==> config.mk <==
export PLATFORM = sky130hd
export DESIGN_NAME = muldiv_sequencer
export DESIGN_NICKNAME = d
export VERILOG_FILES = /design/src/rtl/muldiv_sequencer.sv
export SDC_FILE = /design/constraint.sdc
export NUM_CORES = 1
export LEC_CHECK = 0
export CAP_MARGIN = 20
export CORE_MARGIN = 10
export CORE_UTILIZATION = 54
export DETAILED_ROUTE_END_ITERATION = 6
export GPL_TIMING_DRIVEN = 1
export PLACE_DENSITY = 0.85
export SLEW_MARGIN = 10
export SYNTH_ARGS = -nofsm -noshare
export SYNTH_HDL_FRONTEND = slang
export SYNTH_SLANG_ARGS = --single-unit
==> constraint.sdc <==
create_clock -name clock_i -period 8.4 [get_ports clock_i]
set_clock_uncertainty 0.15 [all_clocks]
set_input_delay 1.68 -clock clock_i [delete_from_list [all_inputs] [get_ports clock_i]]
set_output_delay 1.68 -clock clock_i [all_outputs]
set_load 0.01 [all_outputs]
==> src/rtl/muldiv_sequencer.sv <==
// muldiv_sequencer: multi-cycle multiply/divide engine and HI/LO owner.
//
// Handles MULT/MULTU/DIV/DIVU with a radix-2 shift-add multiplier and a
// restoring divider, plus MTHI/MTLO/MFHI/MFLO. While a multiply or divide
// is in flight, any further HI/LO instruction is stalled.
//
// Ports:
//   clock_i, reset_i         clock, asynchronous active-high reset
//   op_valid_i, op_i         instruction valid and funct code
//   param_1_i, param_2_i     rs / rt operands
//   busy_o                   engine not idle (registered)
//   stall_o                  hold the current instruction (combinational)
//   result_o, result_valid_o MFHI/MFLO read data (combinational)
//   div_by_zero_o            one-cycle pulse when a divide by zero completes
//   hi_o, lo_o               HI/LO registers
//
// Optional feature: define MULDIV_EARLY_OUT_EN to let a multiply finish as
// soon as the remaining multiplier magnitude is zero.
module muldiv_sequencer #(
    parameter int GPR_BITS = 32,
    parameter int CNT_BITS = 6
) (
    input  logic                clock_i,
    input  logic                reset_i,
    input  logic                op_valid_i,
    input  logic [5:0]          op_i,
    input  logic [GPR_BITS-1:0] param_1_i,
    input  logic [GPR_BITS-1:0] param_2_i,
    output logic                busy_o,
    output logic                stall_o,
    output logic [GPR_BITS-1:0] result_o,
    output logic                result_valid_o,
    output logic                div_by_zero_o,
    output logic [GPR_BITS-1:0] hi_o,
    output logic [GPR_BITS-1:0] lo_o
);

    localparam int W  = GPR_BITS;
    localparam int W2 = 2 * GPR_BITS;

    localparam logic [5:0] FUNCT_MFHI = 6'h10;
    localparam logic [5:0] FUNCT_MTHI = 6'h11;
    localparam logic [5:0] FUNCT_MFLO = 6'h12;
    localparam logic [5:0] FUNCT_MTLO = 6'h13;
    localparam logic [5:0] FUNCT_MUL  = 6'h18;
    localparam logic [5:0] FUNCT_MULU = 6'h19;
    localparam logic [5:0] FUNCT_DIV  = 6'h1A;
    localparam logic [5:0] FUNCT_DIVU = 6'h1B;

    typedef enum logic [1:0] {
        ST_IDLE,
        ST_MUL_ITER,
        ST_DIV_ITER,
        ST_SIGN_FIX
    } state_t;

    state_t              state_q;
    logic                busy_q;
    logic                dbz_q;
    logic                op_div_q;
    logic                sign_a_q;
    logic                sign_b_q;
    logic [W-1:0]        hi_q;
    logic [W-1:0]        lo_q;
    // Multiply: multiplier. Divide: divisor (never shifted).
    logic [W-1:0]        mplier_q;
    // Multiply: product accumulator. Divide: {remainder, quotient}.
    logic [W2-1:0]       acc_q;
    // Multiply: shifting multiplicand. Divide: dividend magnitude kept for
    // the divide-by-zero HI value.
    logic [W2-1:0]       mcand_q;
    logic [CNT_BITS-1:0] cnt_q;

    // Decode
    logic is_mul, is_div, is_mt, is_mf, is_signed, hilo_op, accept;

    assign is_mul    = (op_i == FUNCT_MUL) || (op_i == FUNCT_MULU);
    assign is_div    = (op_i == FUNCT_DIV) || (op_i == FUNCT_DIVU);
    assign is_mt     = (op_i == FUNCT_MTHI) || (op_i == FUNCT_MTLO);
    assign is_mf     = (op_i == FUNCT_MFHI) || (op_i == FUNCT_MFLO);
    assign is_signed = (op_i == FUNCT_MUL) || (op_i == FUNCT_DIV);
    assign hilo_op   = op_valid_i && (is_mul || is_div || is_mt || is_mf);
    assign accept    = hilo_op && !busy_q;

    // Operand magnitudes
    logic         neg_a, neg_b;
    logic [W-1:0] mag_a, mag_b;

    assign neg_a = is_signed && param_1_i[W-1];
    assign neg_b = is_signed && param_2_i[W-1];
    assign mag_a = neg_a ? -param_1_i : param_1_i;
    assign mag_b = neg_b ? -param_2_i : param_2_i;

    // One shift-add multiply step
    logic [W2-1:0] mul_acc_d;
    logic [W-1:0]  mul_mplier_d;

    assign mul_acc_d    = mplier_q[0] ? (acc_q + mcand_q) : acc_q;
    assign mul_mplier_d = mplier_q >> 1;

    // One restoring divide step; the extra bit of rem_shift catches the
    // remainder bit shifted out before the trial subtract.
    logic [W:0]    rem_shift, rem_diff;
    logic [W2-1:0] div_acc_d;

    assign rem_shift = {acc_q[W2-1:W], acc_q[W-1]};
    assign rem_diff  = rem_shift - {1'b0, mplier_q};
    assign div_acc_d = rem_diff[W] ? {rem_shift[W-1:0], acc_q[W-2:0], 1'b0}
                                   : {rem_diff[W-1:0],  acc_q[W-2:0], 1'b1};

    logic last_iter, mul_done;

    assign last_iter = (cnt_q == CNT_BITS'(GPR_BITS - 1));
`ifdef MULDIV_EARLY_OUT_EN
    assign mul_done = last_iter || (mul_mplier_d == '0);
`else
    assign mul_done = last_iter;
`endif

    // Sign correction
    logic [W2-1:0] prod_fix;
    logic [W-1:0]  quo_fix, rem_fix, dvd_orig;
    logic          div_zero;

    assign prod_fix = (sign_a_q ^ sign_b_q) ? -acc_q : acc_q;
    assign quo_fix  = (sign_a_q ^ sign_b_q) ? -acc_q[W-1:0] : acc_q[W-1:0];
    assign rem_fix  = sign_a_q ? -acc_q[W2-1:W] : acc_q[W2-1:W];
    assign dvd_orig = sign_a_q ? -mcand_q[W-1:0] : mcand_q[W-1:0];
    assign div_zero = (mplier_q == '0);

    always_ff @(posedge clock_i or posedge reset_i) begin
        if (reset_i) begin
            state_q  <= ST_IDLE;
            busy_q   <= 1'b0;
            dbz_q    <= 1'b0;
            op_div_q <= 1'b0;
            sign_a_q <= 1'b0;
            sign_b_q <= 1'b0;
            hi_q     <= '0;
            lo_q     <= '0;
            mplier_q <= '0;
            acc_q    <= '0;
            mcand_q  <= '0;
            cnt_q    <= '0;
        end else begin
            dbz_q <= 1'b0;
            case (state_q)
                ST_IDLE: begin
                    if (accept) begin
                        if (is_mul || is_div) begin
                            sign_a_q <= neg_a;
                            sign_b_q <= neg_b;
                            op_div_q <= is_div;
                            cnt_q    <= '0;
                            mplier_q <= mag_b;
                            mcand_q  <= {{W{1'b0}}, mag_a};
                            acc_q    <= is_div ? {{W{1'b0}}, mag_a} : '0;
                            state_q  <= is_div ? ST_DIV_ITER : ST_MUL_ITER;
                            busy_q   <= 1'b1;
                        end else if (op_i == FUNCT_MTHI) begin
                            hi_q <= param_1_i;
                        end else if (op_i == FUNCT_MTLO) begin
                            lo_q <= param_1_i;
                        end
                    end
                end
                ST_MUL_ITER: begin
                    acc_q    <= mul_acc_d;
                    mcand_q  <= mcand_q << 1;
                    mplier_q <= mul_mplier_d;
                    cnt_q    <= cnt_q + CNT_BITS'(1);
                    if (mul_done) state_q <= ST_SIGN_FIX;
                end
                ST_DIV_ITER: begin
                    acc_q <= div_acc_d;
                    cnt_q <= cnt_q + CNT_BITS'(1);
                    if (last_iter) state_q <= ST_SIGN_FIX;
                end
                ST_SIGN_FIX: begin
                    if (op_div_q) begin
                        if (div_zero) begin
                            lo_q  <= '1;
                            hi_q  <= dvd_orig;
                            dbz_q <= 1'b1;
                        end else begin
                            lo_q <= quo_fix;
                            hi_q <= rem_fix;
                        end
                    end else begin
                        hi_q <= prod_fix[W2-1:W];
                        lo_q <= prod_fix[W-1:0];
                    end
                    state_q <= ST_IDLE;
                    busy_q  <= 1'b0;
                end
                default: begin
                    state_q <= ST_IDLE;
                    busy_q  <= 1'b0;
                end
            endcase
        end
    end

    assign busy_o         = busy_q;
    assign stall_o        = hilo_op && busy_q;
    assign result_valid_o = accept && is_mf;
    assign result_o       = result_valid_o ? ((op_i == FUNCT_MFHI) ? hi_q : lo_q) : '0;
    assign div_by_zero_o  = dbz_q;
    assign hi_o           = hi_q;
    assign lo_o           = lo_q;

endmodule

* After elaboration in Yosys (flattened, before gate mapping)
Cells that the tools add are included.
Storage, ports and cells: bits in registers 237, word-level logic and storage cells 119, input port bits 73, output and inout bits 100
Cells by class: add/subtract/negate cells 9, bitwise gates (word level) 1, equality and inequality tests 20, multiplexer cells 47, reductions and logical operators 30
Operators with widths (count):
- two-way mux 32 bit | 21
- two-way mux 64 bit | 7
- one-hot mux 32 bit (2 select lines) | 3
- one-hot mux 64 bit (3 select lines) | 1
- negation 32 bit | 5
- one-hot mux 64 bit (2 select lines) | 1
- adder 64 bit | 1
- negation 64 bit | 1
- equality test 6 x 5 -> 1 bit (second input constant) | 9
- subtractor 33 x 32 -> 33 bit | 1
- zero test 32 bit | 1
- AND reduction 3 bit | 5
- != test 2 bit (second input constant) | 7
- two-way mux 6 bit | 2
- one-hot mux 6 bit (2 select lines) | 1
- logical OR 1 bit | 8
- two-way mux 2 bit | 4
- AND reduction 4 bit | 2
- adder 6 x 1 -> 6 bit (second input constant) | 1
- logical AND 1 bit | 6
- one-hot mux 2 bit (3 select lines) | 1
- nonzero test 2 bit | 3
- two-way mux 1 bit | 5
- AND reduction 5 bit | 1
- other kinds (9) | 10

* Logic depth before layout (Yosys ltp)
word-level depth 9, mapped depth 15, gate-level depth less buffers 14

* Worst setup path before layout
No wires, ideal clock.
path kind input port to output port, start point in op_i[2], end point out result_o[10], data arrival time 3.005 ns, stages 6, required time 6.570 ns, path slack 3.565 ns, path through nor3b_1 nand2_1 nor2_1 nand2_1 clkbuf_1 nor2_1
On the way: longest elaborated chain between the ends 9
Ends and longest elaborated chain:
- start: declaration | RTL line 26 | input logic [5:0] op_i,
- equality test 6 x 5 -> 1 bit (on tied branches) | RTL line 77, 78
- logical OR 1 bit (on tied branches) | RTL line 77, 78
- logical OR 1 bit (3 in series) | RTL line 82 | assign hilo_op = op_valid_i && (is_mul || is_div || is_mt || is_mf);
- logical AND 1 bit | RTL line 82
- logical AND 1 bit | RTL line 83 | assign accept = hilo_op && !busy_q;
- logical AND 1 bit | RTL line 206 | assign result_valid_o = accept && is_mf;
- two-way mux 32 bit (*) | RTL line 207 | assign result_o = result_valid_o ? ((op_i == FUNCT_MFHI) ? hi_q : lo_q) : '0;
- end: declaration | RTL line 31 | output logic [GPR_BITS-1:0] result_o,
Every way passes the cells marked *; elsewhere a longest branch is shown, timed or not.

* Worst setup path in the final report
start point in op_i[2], end point out result_o[2]
The elaborated chain is that of the path after synthesis.

==> run_results.csv <==
group,metric,value,unit
status,status,"complete, no violations",
detailed_routing,final_antenna_net_count,0,
clock_tree,clkSlewWorstSetupHoldPaths,0.06,ns
grt,grt_max_degree,123,
clock_tree,post_cts_resized,0,
detailed_routing,avgRoutedWirePerCell,23.5,um
clock_tree,cts_buffers,28,
sta,relSlewSlack,26.0,%
floorplanning,fp.dieH,216,um
floorplanning,fp.dieArea,46800,um^2
sta,setup_tns,0,ns
power,power_density,350,nW/um^2
clock_tree,clkSinkCount,237,
detailed_routing,dr.pass1.iters,6,
sta,setup_ws,2.37,ns
final_layout,antenna_cells,0,
sta,finalCritPeriodShare,71.8,%
sta,min_period,6.03,ns
floorplanning,core_area,37800,um^2
setup_path,path_class,"input port to primary output",
synth,syn_avg_cell_area,7.85,um^2
detailed_routing,drcViolationCount,0,
final_layout,nets,2894,
setup_path,crit_path_max_fanout,33,
grt,grt_overflow,0,
synth,synth_edf_count,0,
place,dp_slack,2.03,ns
clock_tree,hold_buffers,0,
clock_tree,cts_root_buffer,"clkbuf_16",
grt,grtUsageTotal,31.0,%
power,vdd_drop_max,0.238,mV
synth,ys_async_sr_fraction,100,%
hold_path,hp-class,"flop to flop",
setup_path,required,6.57,ns
job,drv_cap,0,
place,place.port_buffers,172,
synth,syn_nets,2831,
clock_tree,htreeDepth,1,
synth,ys_seq_area_share,28.5,%
sta,tightest_slew,1.11,ns
detailed_routing,drtIter0Drc,2440,
sta,whs,0.367,ns
place,gp_congestion,1.03,
floorplanning,row_count,71,
sta,setup_viol,0,
detailed_routing,finalWirelength,76200,um
grt,grt_pass1_wl,117000,um
clock_tree,cts_tree,"done",
sta,fmax,0.166,GHz
synth,synth_cell_type_count,86,
floorplanning,ios,173,
grt,grt_pass1_vias,20400,
synth,syn_area,20800,um^2
final_layout,finalNonFillerCells,3245,
sta,hold_violations,0,
synth,synthCells,2649,
clock_tree,cts_max_path_buffers,3,
final_layout,syn_to_final_growth,14.5,%
grt,antenna_found_initial,0,
clock_tree,post_cts_buffers,0,
setup_path,cp-end-kind,"primary output",
power,leakagePower,10.1,nW
sta,rsz0062_at_grt,"false",
detailed_routing,vias,21500,
floorplanning,initial_core_util,55.0,%
synth,ys_warn_count,0,
sta,report.final.slew_viol_count,0,
synth,dominantRegCellSynth,"dfrtp_1",
final_layout,drive_gt1_share,4.86,%
setup_path,arrival,4.20,ns
place,dp_hpwl,57300,um
setup_path,worstSetupStartpointType,"input port",
floorplanning,fp.dieW,216,um
power,total_power,8.33,mW
place,dp_cells,3190,
synth,ys_ff_latch,237,
clock_tree,insertion_delay,0.58,ns
detailed_routing,via_per_inst,6.62,
## sequential cells by signal, indices dropped and copies added (netlist names)
register	cells
op_div_q	1
sign_a_q	1
div_by_zero_o	1
acc_q	64
sign_b_q	1
mcand_q	64
mplier_q	32
lo_o	32
state_q	2
hi_o	32
busy_o	1
cnt_q	6
## critical path: stages
cell and delay (ns):
clkdlybuf4s50_1 0.46, nor3b_1 0.21, buf_4 0.18, nand2_1 0.06, nor2_1 0.26, nand2_2 0.50, nor2_1 0.27, clkdlybuf4s50_1 0.57
## where the power goes
group	switching (mW)	internal [mW]	total (mW)
Clock	0.543	0.731	1.27
Combinational	3.03	1.82	4.84
Sequential	0.658	1.56	2.21
Total	4.23	4.10	8.33
## cell usage after synthesis, types with 30 or more instances
library cell / count / share of area (%)
nor2_1: 249 / 4.5
a21oi_1: 228 / 5.5
mux2i_1: 82 / 3.9
nand2_1: 287 / 5.2
clkbuf_1: 143 / 2.6
nor3_1: 41 / 0.99
o21ai_0: 273 / 6.6
a22oi_1: 42 / 1.5
dfrtp_1: 237 / 29
a22o_1: 33 / 1.4
nand3_1: 41 / 0.99
a31oi_1: 30 / 0.90
xor2_1: 88 / 3.7
a21o_1: 44 / 1.6
o22ai_1: 63 / 1.9
o31ai_1: 38 / 1.4
ha_1: 107 / 6.4
xnor2_1: 158 / 6.7
inv_1: 74 / 1.3
## cells in the final DEF (no fill, tap or decap), drive strengths merged, types with 14 or more instances in the layout
| cell | Yosys | final |
|---|---|---|
| nand2b | 24 | 24 |
| nor2 | 250 | 250 |
| or4 | 15 | 15 |
| nor3 | 42 | 42 |
| nand3 | 41 | 41 |
| a22o | 33 | 33 |
| a22oi | 42 | 42 |
| mux2i | 82 | 82 |
| and3 | 17 | 17 |
| and2 | 14 | 14 |
| a31oi | 30 | 30 |
| o211ai | 26 | 26 |
| or3 | 21 | 21 |
| o21ai | 278 | 278 |
| o31ai | 39 | 39 |
| o221ai | 19 | 19 |
| o22ai | 64 | 64 |
| ha | 107 | 107 |
| o41ai | 18 | 18 |
| a211oi | 15 | 15 |
| clkdlybuf4s50 | 0 | 172 |
| a21o | 44 | 44 |
| inv | 75 | 77 |
| a21oi | 229 | 229 |
| clkbuf | 144 | 40 |
| buf | 23 | 27 |
| nor2b | 16 | 16 |
| nor4 | 30 | 30 |
| dfrtp | 237 | 237 |
| xnor2 | 159 | 159 |
| xor2 | 88 | 88 |
| nand4 | 17 | 17 |
| nand2 | 289 | 289 |
## through the flow
stage / cell area [um^2] / util (%)
4_1_cts: 23800 / 62.8
6_report: 23800 / 63.0
5_1_grt: 23800 / 63.0
3_3_place_gp: 22800 / 60.3
3_5_place_dp: 22800 / 60.3
2_1_floorplan: 20800 / -
## logic make-up after synthesis
| kind of cell | share of synthesized area, % |
|---|---|
| AOI/OAI and AO/OA | 27.7 |
| xor gates and xnor gates | 10.4 |
| adders and majority gates | 6.63 |
| buffers and inverters | 4.53 |
| DFF | 28.5 |
| muxes | 4.16 |
| and+or+nand+nor | 18.1 |
## routing by layer
metal / global-route usage, % / vias up / part of all wire, %
li1: - / 9788 / -
met1: 38.6 / 10200 / 39
met2: 50.4 / 1226 / 45
met3: 6.46 / 265 / 10
met4: 15.2 / 0 / 5.6
met5: 0 / - / 0
## final timing paths
| check | start | endpoint | slack, ns | cells after the start |
|---|---|---|---|---|
| hold reg to reg | lo_o[21] | lo_o[21] | 0.37 | 2 |
| setup reg to reg | acc_q[0] | hi_o[14] | 3.42 | 11 |
| min in group asynchronous | reset_i | lo_o[15] | 1.50 | 2 |
| max in group asynchronous | reset_i | acc_q[39] | 5.35 | 3 |
| setup / recovery | op_i[2] | result_o[2] | 2.37 | 8 |
| hold / removal | lo_o[21] | lo_o[21] | 0.37 | 2 |
## final cells by class
class,instances,area (um^2)
clock buffers,39,803
multi-input cells,2168,14000
repair buffers,200,1970
fillers,3360,14000
clock inverters,13,136
flip-flops and latches,237,5930
inverters,77,297
well taps,511,639
Note: power is estimated with default switching activity, not from simulation.
